$ cat src/rtl/db_multi.sv
// Multi-channel switch debouncer: per-channel synchroniser and a four-state debounce FSM
// that shares one sample-tick divider, with registered rise/fall pulses per channel.
module db_multi #(
  parameter int CH           = 4,
  parameter int TICK_DIV     = 500000,
  parameter int STABLE_TICKS = 3,
  parameter int SYNC_STAGES  = 2
) (
  input  logic          clk,
  input  logic          reset,
  input  logic [CH-1:0] sw,
  output logic [CH-1:0] db,
  output logic [CH-1:0] rise,
  output logic [CH-1:0] fall,
  output logic          tick
);

  localparam int TW = $clog2(TICK_DIV);
  localparam int CW = $clog2(STABLE_TICKS + 1);
  localparam logic [TW-1:0] TICK_LAST = TW'(TICK_DIV - 1);
  localparam logic [CW-1:0] CNT_LAST  = CW'(STABLE_TICKS - 1);

  localparam logic [1:0] ZERO  = 2'd0;
  localparam logic [1:0] WAIT1 = 2'd1;
  localparam logic [1:0] ONE   = 2'd2;
  localparam logic [1:0] WAIT0 = 2'd3;

  logic [CH-1:0][SYNC_STAGES-1:0] sync_q;
  logic [CH-1:0]                  s;
  logic [TW-1:0]                  tick_cnt;
  logic [CH-1:0][1:0]             state_q, state_d;
  logic [CH-1:0][CW-1:0]          cnt_q, cnt_d;
  logic [CH-1:0]                  rise_d, fall_d;

  // NOTE: every clocked block uses non-blocking assignments so all flops update
  // from the same pre-edge values; blocking here would collapse the sync chain.
  always_ff @(posedge clk or posedge reset) begin
    if (reset) begin
      sync_q <= '0;
    end else begin
      for (int i = 0; i < CH; i++) begin
        sync_q[i] <= {sync_q[i][SYNC_STAGES-2:0], sw[i]};
      end
    end
  end

  always_comb begin
    s = '0;
    for (int i = 0; i < CH; i++) begin
      s[i] = sync_q[i][SYNC_STAGES-1];
    end
  end

  always_ff @(posedge clk or posedge reset) begin
    if (reset) begin
      tick_cnt <= '0;
    end else if (tick_cnt == TICK_LAST) begin
      tick_cnt <= '0;
    end else begin
      tick_cnt <= tick_cnt + TW'(1);
    end
  end

  assign tick = (tick_cnt == TICK_LAST);

  // NOTE: each output of this block gets a default before the case so that no
  // path leaves it unassigned, which would otherwise infer a latch.
  always_comb begin
    state_d = state_q;
    cnt_d   = cnt_q;
    rise_d  = '0;
    fall_d  = '0;
    for (int i = 0; i < CH; i++) begin
      case (state_q[i])
        ZERO: begin
          if (s[i]) begin
            state_d[i] = WAIT1;
            cnt_d[i]   = '0;
          end
        end
        WAIT1: begin
          // Returning to the old level wins over a coincident tick.
          if (!s[i]) begin
            state_d[i] = ZERO;
          end else if (tick) begin
            if (cnt_q[i] == CNT_LAST) begin
              state_d[i] = ONE;
              rise_d[i]  = 1'b1;
            end else begin
              cnt_d[i] = cnt_q[i] + CW'(1);
            end
          end
        end
        ONE: begin
          if (!s[i]) begin
            state_d[i] = WAIT0;
            cnt_d[i]   = '0;
          end
        end
        WAIT0: begin
          if (s[i]) begin
            state_d[i] = ONE;
          end else if (tick) begin
            if (cnt_q[i] == CNT_LAST) begin
              state_d[i] = ZERO;
              fall_d[i]  = 1'b1;
            end else begin
              cnt_d[i] = cnt_q[i] + CW'(1);
            end
          end
        end
        default: begin
          state_d[i] = ZERO;
          cnt_d[i]   = '0;
        end
      endcase
    end
  end

  always_ff @(posedge clk or posedge reset) begin
    if (reset) begin
      for (int i = 0; i < CH; i++) begin
        state_q[i] <= ZERO;
      end
      cnt_q <= '0;
      rise  <= '0;
      fall  <= '0;
    end else begin
      state_q <= state_d;
      cnt_q   <= cnt_d;
      rise    <= rise_d;
      fall    <= fall_d;
    end
  end

  // Moore decode: the debounced level comes only from the state register.
  always_comb begin
    db = '0;
    for (int i = 0; i < CH; i++) begin
      db[i] = (state_q[i] == ONE) || (state_q[i] == WAIT0);
    end
  end

endmodule

$ cat config.mk
export PLATFORM = sky130hd
export DESIGN_NAME = db_multi
export DESIGN_NICKNAME = d
export VERILOG_FILES = /design/src/rtl/db_multi.sv
export SDC_FILE = /design/constraint.sdc
export NUM_CORES = 1
export LEC_CHECK = 0
export CAP_MARGIN = 20
export CELL_PAD_IN_SITES_DETAIL_PLACEMENT = 1
export CELL_PAD_IN_SITES_GLOBAL_PLACEMENT = 2
export CORE_MARGIN = 2
export CORE_UTILIZATION = 30
export DETAILED_ROUTE_END_ITERATION = 8
export PLACE_DENSITY = 0.65
export SLEW_MARGIN = 40
export SYNTH_ARGS = -nofsm -noshare
export SYNTH_HDL_FRONTEND = slang
export SYNTH_SLANG_ARGS = --single-unit
$ cat constraint.sdc
create_clock -name clk -period 2.55 [get_ports clk]
set_input_delay 0.3825 -clock clk [delete_from_list [all_inputs] [get_ports clk]]
set_output_delay 0.3825 -clock clk [all_outputs]
set_load 0.1 [all_outputs]
==> results.md, run 1 <==
- Yosys warning count: 0
- Final setup margin: roughly 0.094 ns
- Number of H-tree levels: 2
- Library cell with the highest instance count after synthesis: dfrtp_1
- Most frequent cells after synthesis: dfrtp_1, xnor2_1, nor2_1, nor3b_1
- Critical Path Fanout Max: 9
- Drt initial violations: 57
- Clock edge transition at the registers on the reported setup and hold paths: 0.09 ns
- Num ports: 19
- Final Total Pwr: about 1.3 mW
- Post-synthesis net count: 210
- Actual slew at the worst max-slew pin: 0.673 ns
- Wire length of the first global-routing pass: 7.96 mm
- Most heavily used metal layer in global routing: met2
- Count of max-cap constraint violations: 0
- Number of global-route vias before repair: 1671
- Post-CTS setup buffers: 0
- DRC violation count after routing: 0
- Power density of the placed cells: slightly below 500 mW/mm^2
- Max VDD drop: 227 uV
- Flop2flop setup slack: just over 0.4 ns
- Upper clock frequency limit: ~410 MHz
- Fin Hold WS: approximately 0.36 ns
- Setup_tns: 0 ns
- Die Outline Area: approximately 0.0084 mm^2
- Layout area overhead: 15.5%
- Final routed wire length divided by cell count: between 10 and 15 um
- Number of flops mapped to enable cells by yosys: 0
- Worst path buffer plus inverter count: 2
- Launch instance of the worst register-to-register path: tick_cnt[14]
- Category of cells accounting for the largest share of critical-path delay: simple AND/OR/NAND/NOR gates
- Classification of the worst setup path: flop to output port
- Total cell area at the placement stage: ~0.0026 mm^2
- Effective utilization at floorplan: 31.3%
- Predominant post-synthesis flop cell: dfrtp_1
- Hold Path End: s[2]
- Detailed placement HPWL: approximately 3.2 mm
- Clock buffers created by TritonCTS: 5
- Final setup violating endpoints: 0
- Largest net degree at the start of global routing: 52
- Slowest library cell on the worst path: or4b_1
- Crit path capture type: output port
- Post-detailed-route via-to-cell ratio: about 5
- Die Span Y: about 90 um
- HP Class: flop to flop
- Syn Inst Count: roughly 200
- Outcome: complete, no violations
- Final min period: about 2.5 ns
- Placed cells: between 300 and 400
- Post-placement worst setup slack: ~0.38 ns
- Critical Path Max Stage Delay: between 0.5 and 0.6 ns
- Asr flop ratio synth: between 90% and 100%
- Quantity of hold-fixing buffers added after cts: 0
- Leak: roughly 1.2 nW
- Via Count: around 1600
- Library cell occupying the most area in the post-synthesis netlist: dfrtp_1
- Post-route design area: approximately 0.0027 mm^2
- Skew-Pair Late Insertion Delay: around 0.30 ns
- Count of state elements after synthesis: 51
- Cells on Worst Hold Path: 0
- Clock net sink count: 51
- Area inside the core boundary: ~0.0073 mm^2
- Min-Delay Startpoint: sync_q[4]
- Syn Area/Cell: 11.5 um^2
- Overall die width: approximately 91 um
- Aggregate routed wire length: 4.46 mm
- Iteration count of the initial detailed-routing pass: 3
- Nets@finish: 231
- Largest cells by area after synthesis: dfrtp_1, xnor2_1, nor3b_1
- Reg-to-Reg End: cnt_q[1]
- Reg2Reg Depth: 5
- Unrepaired setup endpoints after global routing: no
- Worst rel slew slack: 54.7%
- Distinct cell type count of the synthesized netlist: 38
- Netlist area before placement: 0.00229 mm^2
- Final RePlAce weighted congestion: 0.739
- Residual overflow from global routing: 0
- Portion of the clock cycle consumed by the worst path in the final layout: 96.3%
- Required time at the endpoint of the critical path: 2.17 ns
- Met1 usage in global routing: about 15%
- Number of antenna violations at the first check in global routing: 0
- Clock Skew: roughly 0.0060 ns
- Cell at the root of the clock tree: clkbuf_8
- Count of standard-cell rows: 31
- Hold Fails Final Rpt: 0
- CTS tree: built
- Startpoint type of the worst setup path: flop
- Number of nets with antenna violations after detailed routing: 0
- Max-slew violation total from the final report: 0
- Arrival time at the worst endpoint: 2.07 ns
- Share of the synthesized area in the top cell type: ~56%
- Share of the core filled with cells: a little over a third
- Quantity of gates resized following cts: 0
- Number of input and output port buffers inserted: 18
- List of cells traversed by the critical path: or4b_1, or2_1, nor2_1, buf_6, buf_12
- Final antenna diode count: 0
- GR Layer Usage met2: 19.6%
- Number of non-filler instances in the completed layout: 320
- Clock Path Buffers: 2
- Met3 layer usage reported by global route: under 10%
- Fraction of final layout cells sized beyond drive strength 1: between 10% and 20%
- Sequential area share after synthesis: between 50% and 60%
- All-layer global routing usage: 11.9%
[logic make-up after synthesis]
family          after synthesis  synth area share (%)
simple gates                 77                  19.7
flops                        51                  55.6
compound gates               22                  8.07
buf+inv                      20                  4.15
xor+xnor                     18                  6.87
mux                           6                  2.84
fa+ha+maj                     5                  2.73
[area by class of cell]
| class | count | area (um^2) |
|---|---|---|
| Multi-Input combinational cell | 128 | 922 |
| Clock inverter | 2 | 12.5 |
| Inverter | 11 | 41.3 |
| Tap cell | 99 | 124 |
| Sequential cell | 51 | 1280 |
| Timing Repair Buffer | 23 | 201 |
| Fill cell | 812 | 4680 |
| Clock buffer | 6 | 72.6 |
[worst reg2reg max path, cell delays in order, from the launching register on]
cell and delay, ns:
dfrtp_1 0.42, or4b_1 0.55, or2_1 0.24, buf_4 0.19, o311a_2 0.37, a221o_1 0.26
[layer usage]
layer  vias up  routed length, um  part of all wire, %
met5         -                  0                    0
met4         0                 74                  1.7
met3         8                109                  2.4
met2        12               2220                   50
met1       791               2060                   46
li1        754                  -                    -
[worst max path at each step]
stage | startpoint | to | slack, ns | cells after the start
6_report | tick_cnt[14] | tick | 0.09 | 5
5_1_grt | tick_cnt[11] | tick | 0.005 | 5
4_1_cts | tick_cnt[14] | tick | 0.04 | 5
3_5_place_dp | tick_cnt[14] | tick | 0.38 | 5
3_3_place_gp | tick_cnt[11] | tick | 0.38 | 5
2_1_floorplan | tick_cnt[11] | tick | 0.11 | 6
[state kept, by name (all words and copies together) (netlist names), named ones only]
register	flops
s	4
cnt_q	8
state_q	4
rise	4
tick_cnt	19
sync_q	4
fall	4
[where the power goes]
group	switching [mW]	internal, mW	total [mW]	leakage (nW)
registers	0.00821	0.818	0.826	0.670
clock network	0.262	0.192	0.454	0.0412
logic	0.0225	0.0142	0.0366	0.448
[cells in the final DEF (no fill, tap or decap), drive strengths merged, types with 3 or more instances in the layout]
cell           synthesis  routed
nor3b                 12      12
nor4                   4       4
nand2                  6       6
and2                   4       4
o21ai                  3       3
xor2                   5       5
dfrtp                 51      51
xnor2                 13      13
ha                     5       5
buf                    4      18
a21oi                  4       4
nand4                  5       5
nor3                   9       9
clkbuf                 5       6
inv                   11      11
nand3                 11      11
clkdlybuf4s50          0       5
a221o                  6       6
nor2                  12      12
o311a                  6       6
and3                   4       4
mux2                   4       4
No activity file was read; power rests on OpenSTA's default activity.
==> inputs of run 2 (changes only) <==
CAP_MARGIN = not set   (was 20)
CTS_CLUSTER_DIAMETER = 60   (was not set)
GPL_TIMING_DRIVEN = 0   (was not set)
==> run 2 against run 1 <==
  * Power increased by 16%
  * Final area increased by 5.2%
  * Count of clock-buffer cells in the layout decreased by 1
  * Final cell count increased by 3.8%
  * Register-to-register slack got worse by 0.10 ns
  * Non-clock buffer count increased by 12
  * Core utilization increased by 1.9 points
  * Via count increased by 3.2%
  * Worst setup slack improved by 0.023 ns
  * Critical path type unchanged
  * Critical endpoint unchanged
  * Hold slack got worse by 0.0078 ns
  * Combinational power increased by 9.0%
  * Flip-flop and latch count unchanged
==> results.md, run 2 (synthesized netlist as in run 1, its figures left out) <==
- Post-placement worst setup slack: -0.396 ns
- Hold Fails Final Rpt: 0
- Area inside the core boundary: about 0.0073 mm^2
- Iteration count of the initial detailed-routing pass: 4
- Clock net sink count: 51
- Layout area overhead: 21.6%
- Unrepaired setup endpoints after global routing: no
- Die Span Y: slightly above 90 um
- Share of the core filled with cells: a little under two fifths
- Clock Path Buffers: 2
- Fraction of power consumed by sequential logic: a little over half
- Wire length of the first global-routing pass: about 8 mm
- Power density of the placed cells: roughly 550 mW/mm^2
- Slowest library cell on the worst path: or4b_1
- Quantity of hold-fixing buffers added after cts: 0
- Max-slew violation total from the final report: 0
- Clock buffers created by TritonCTS: 5
- Largest registers ranked by flip-flop count: tick_cnt (19), cnt_q (8)
- Clock edge transition at the registers on the reported setup and hold paths: around 0.09 ns
- Final setup margin: 0.117 ns
- Nets@finish: around 240
- Classification of the worst setup path: flop to output port
- Clock Power Share: a little over two fifths
- Arrival time at the worst endpoint: slightly above 2 ns
- Cell at the root of the clock tree: clkbuf_8
- Worst rel slew slack: around 50%
- Final min period: around 2.4 ns
- Count of max-cap constraint violations: 0
- Final antenna diode count: 0
- Number of global-route vias before repair: approximately 1700
- Max FFs per register: 19
- Critical Path Fanout Max: 11
- List of cells traversed by the critical path: or4b_1, or2_1, buf_6, nor2_4, buf_8, buf_12
- HP Class: input port to asynchronous set/reset pin
- Overall die width: slightly above 90 um
- Top register by number of flip-flops: tick_cnt
- Leak: about 1.2 nW
- Upper clock frequency limit: between 400 and 500 MHz
- Outcome: complete, no violations
- Count of standard-cell rows: 31
- CTS tree: built
- Startpoint type of the worst setup path: flop
- Portion of the clock cycle consumed by the worst path in the final layout: a little over nine tenths
- Required time at the endpoint of the critical path: between 2 and 2.5 ns
- Actual slew at the worst max-slew pin: around 0.74 ns
- Via Count: 1615
- Number of H-tree levels: 2
- Die Outline Area: 0.00836 mm^2
- Residual overflow from global routing: 0
- Effective utilization at floorplan: around 31%
- Number of antenna violations at the first check in global routing: 0
- Crit path capture type: output port
- Aggregate routed wire length: between 4 and 5 mm
- Drt initial violations: 28
- Largest net degree at the start of global routing: 36
- Number of nets with antenna violations after detailed routing: 0
- Switch share: about a fifth
- Detailed placement HPWL: around 3.3 mm
- Most common library cell in the layout ignoring fill and taps: dfrtp_1
- Final setup violating endpoints: 0
- Critical Path Max Stage Delay: ~0.53 ns
- Fraction of final layout cells sized beyond drive strength 1: about a fifth
- Combinational Power Share: 2.6%
- DRC violation count after routing: 0
- Commonest cells after routing, fill and taps aside: dfrtp_1, xnor2_1, nor3b_1, buf_2, nor2_1
- All-layer global routing usage: 12.4%
- Power dissipated by switching net loads: around 0.31 mW
- Final RePlAce weighted congestion: approximately 0.73
- Max VDD drop: about 240 uV
- Post-detailed-route via-to-cell ratio: slightly below 5
- Clock Skew: 0.0131 ns
- Skew-Pair Late Insertion Delay: ~0.31 ns
- Num ports: 19
- Number of input and output port buffers inserted: 18
- Internal power: roughly 1.2 mW
- Reg2Reg Depth: 6
- Final routed wire length divided by cell count: roughly 14 um
run 2: changes by cell type in the layout (fill, tap and decap cells not counted), sizes merged:
cell    previous run  this run
clkinv             1         0
bufinv             0         2
clkbuf             6         9
buf               18        26
run 2: metal layers:
metal	routed length, um	up-vias	GRT usage [%]
li1	-	775	-
met1	2270	816	15.4
met2	2320	16	20.9
met3	124	8	3.07
met4	72	0	4.17
met5	0	-	0
run 2: worst paths after layout:
check,to,startpoint,slack [ns]
worst max-delay path,tick,tick_cnt[10],0.12
worst min-delay path,tick_cnt[16],reset,0.35
worst max register to register,cnt_q[1],tick_cnt[10],0.31
worst min register to register,s[2],sync_q[4],0.36
max in group asynchronous,state_q[0],reset,1.74
min in group clk,s[2],sync_q[4],0.36
run 2: area by class of cell:
cell class / count / area, um^2
plain buffers: 7 / 45.0
repair buffers: 28 / 218
flip-flops and latches: 51 / 1280
multi-input cells: 128 / 946
fillers: 788 / 4540
inverters: 11 / 43.8
clock inverters: 3 / 67.6
clock buffers: 5 / 68.8
well taps: 99 / 124
run 2: timing repair:
action | 4_1_cts | 5_1_grt
setup endpoints to repair | 1 | 1
endpoints found under the hold margin | 0 | 0
buffers inserted | 9 | 0
pin swaps | 3 | 0
gates resized for setup | 11 | 1
run 2: power by group through the flow:
stage	Sequential [mW]	Combinational (mW)	Clock, mW
after floorplan	0.839	0.0224	0
after global placement	0.842	0.0369	0
after detailed placement	0.841	0.0419	0
after CTS	0.826	0.0419	0.696
after global routing	0.828	0.0454	0.722
final	0.826	0.0399	0.666
run 2: stage by stage:
stage                     instance area, um^2  hold WS (ns)  instances  TNS (ns)  total power [mW]
after floorplan                          2290         0.331        199         0             0.862
after global placement                   2600         0.334        316     -9.46             0.879
after detailed placement                 2550         0.337        317    -0.396             0.883
after CTS                                2790         0.349        333         0              1.56
after global routing                     2790         0.374        332         0              1.59
final                                    2790         0.350        332         0              1.53
run 2: worst max-delay path: cells and delay by family (launching register included):
family        cells  cell delay (ns)
simple gates      3             0.91
buf+inv           3             0.43
flops             1             0.39
==> inputs of run 3 (changes only) <==
DONT_BUFFER_PORTS = 1   (was not set)
PLACE_DENSITY = 0.6   (was 0.65)
==> run 3 against run 2 <==
  * Routed wire length is 7.9% higher
  * Non-clock buffer count is 14 lower
  * Global-route usage is 0.81 points higher
  * Combinational power is 15% lower
  * Core utilization is 1.5 points lower
  * Via count is 1.3% lower
  * Fmax is 0.13% lower
  * Die area stayed put
  * Sequential power hardly changed
  * First-iteration DRC count is 68% higher
  * Power is 13% lower
  * Highest routed layer unchanged
==> results.md, run 3 (synthesized netlist as in run 1, its figures left out) <==
- All-layer global routing usage: around an eighth
- Clock buffers created by TritonCTS: 5
- Number of global-route vias before repair: roughly 1700
- Placed cells: between 200 and 300
- Num ports: 19
- Max-slew violation total from the final report: 0
- Launching instance or port of the critical path: tick_cnt[10]
- Residual overflow from global routing: 0
- Total cell area at the placement stage: about 0.0024 mm^2
- Leak: 1.16 nW
- Switch share: between 20% and 30%
- Layout area overhead: 16.8%
- Post-route design area: between 0.002 and 0.003 mm^2
- Portion of the clock cycle consumed by the worst path in the final layout: between 90% and 100%
- Actual slew at the worst max-slew pin: roughly 0.88 ns
- Effective utilization at floorplan: a little under a third
- Count of standard-cell rows: 31
- Wire length of the first global-routing pass: slightly below 9 mm
- Number of input and output port buffers inserted: 0
- Min-Delay Startpoint: sw[3]
- Via Count: roughly 1600
- Critical Path Fanout Max: 14
- Share of the core filled with cells: around 37%
- Clock edge transition at the registers on the reported setup and hold paths: about 0.09 ns
- Post-placement worst setup slack: -0.310 ns
- Aggregate routed wire length: slightly above 5 mm
- Crit path capture type: output port
- Post-detailed-route via-to-cell ratio: between 5 and 6
- Final setup violating endpoints: 0
- Startpoint type of the worst setup path: flop
- Die Outline Area: roughly 0.0084 mm^2
- Nets@finish: roughly 230
- Clock Power Share: between 30% and 40%
- Combinational Power Share: 2.6%
- Cell at the root of the clock tree: clkbuf_8
- Iteration count of the initial detailed-routing pass: 4
- Classification of the worst setup path: flop to output port
- Clock Skew: between 0.003 and 0.004 ns
- Power density of the placed cells: 498 mW/mm^2
- Required time at the endpoint of the critical path: 2.17 ns
- Max VDD drop: roughly 180 uV
- Number of H-tree levels: 2
- Internal power: 1.04 mW
- Count of max-cap constraint violations: 0
- Final RePlAce weighted congestion: roughly 0.74
- Arrival time at the worst endpoint: 2.05 ns
- Reg-to-Reg End: cnt_q[5]
- Die Span Y: a little over 90 um
- Clock Path Buffers: 2
- Number of antenna violations at the first check in global routing: 0
- Clock net sink count: just over 50
- Top register by number of flip-flops: tick_cnt
- Fraction of final layout cells sized beyond drive strength 1: around a fifth
- Power dissipated by switching net loads: 0.291 mW
- DRC violation count after routing: 0
- Skew-Pair Late Insertion Delay: 0.30 ns
- Final min period: ~2.4 ns
- Number of non-filler instances in the completed layout: around 320
- Worst rel slew slack: between 40% and 50%
- CTS tree: built
- Upper clock frequency limit: 410 MHz
- Commonest cells after routing, fill and taps aside: dfrtp_1, xnor2_1, nor3b_1
- Detailed placement HPWL: 3.70 mm
- Outcome: complete, no violations
- Max FFs per register: 19
- Number of nets with antenna violations after detailed routing: 0
- Final routed wire length divided by cell count: about 16 um
- Setup_tns: 0 ns
- HP Class: input port to flop
- Reg2Reg Depth: 6
- Launch instance of the worst register-to-register path: tick_cnt[10]
- Largest net degree at the start of global routing: 27
- Fraction of power consumed by sequential logic: about three fifths
- Overall die width: approximately 91 um
- Final setup margin: about 0.11 ns
- Most common library cell in the layout ignoring fill and taps: dfrtp_1
- Drt initial violations: 47
- Area inside the core boundary: approximately 0.0073 mm^2
- Unrepaired setup endpoints after global routing: no
- Final antenna diode count: 0
- Endpoint of the worst setup timing path: tick
- Hold Fails Final Rpt: 0
- Flop2flop setup slack: 0.28 ns
- Largest registers ranked by flip-flop count: tick_cnt (19), cnt_q (8)
==> run 3: worst min-delay path by stage <==
| stage | cells past startpoint | end |
|---|---|---|
| floorplan | 0 | s[0] |
| global placement | 0 | s[0] |
| detailed placement | 1 | tick_cnt[0] |
| CTS | 0 | sync_q[2] |
| global route | 0 | sync_q[6] |
| finish | 0 | sync_q[6] |
==> run 3: through the flow <==
stage	hold WS [ns]	power, mW
after CTS	0.0924	1.35
after global placement	0.333	0.868
after detailed placement	0.255	0.876
final	0.104	1.33
after global routing	0.0810	1.39
after floorplan	0.331	0.862
==> run 3: repair_timing <==
action	4_1_cts	5_1_grt
cloned	1	0
gates resized for setup	8	2
hold buffers	1	0
hold endpoints to repair	25	0
pin swaps	1	3
setup endpoints to repair	10	1
setup buffers	4	6
==> run 3: per-layer routing <==
layer  global-route usage (%)  up-vias  wire length [um]
met5                        0        -                 0
met4                     2.65        0                22
met3                     3.49        2               132
met2                     22.4       13              2690
met1                     16.9      831              2320
li1                         -      748                 -
==> run 3: layout make-up <==
cell class	instances	area, um^2
clock inverters	1	5.00
clock buffers	6	82.6
fillers	814	4650
flip-flops and latches	51	1280
inverters	11	43.8
plain buffers	8	58.8
repair buffers	13	138
multi-input cells	128	950
well taps	99	124
==> run 3: power by group through the flow <==
| stage | Clock, mW | Sequential [mW] | Combinational, mW |
|---|---|---|---|
| floorplan | 0 | 0.839 | 0.0224 |
| global placement | 0 | 0.841 | 0.0276 |
| detailed placement | 0 | 0.842 | 0.0342 |
| CTS | 0.493 | 0.825 | 0.0361 |
| global route | 0.524 | 0.827 | 0.0395 |
| finish | 0.474 | 0.825 | 0.0340 |
==> run 3: worst max-delay path: stages, from the launching register on <==
cell and delay [ns]:
dfrtp_1 0.40, or4b_4 0.54, or2_1 0.26, buf_6 0.16, nor2_4 0.17, buf_12 0.21
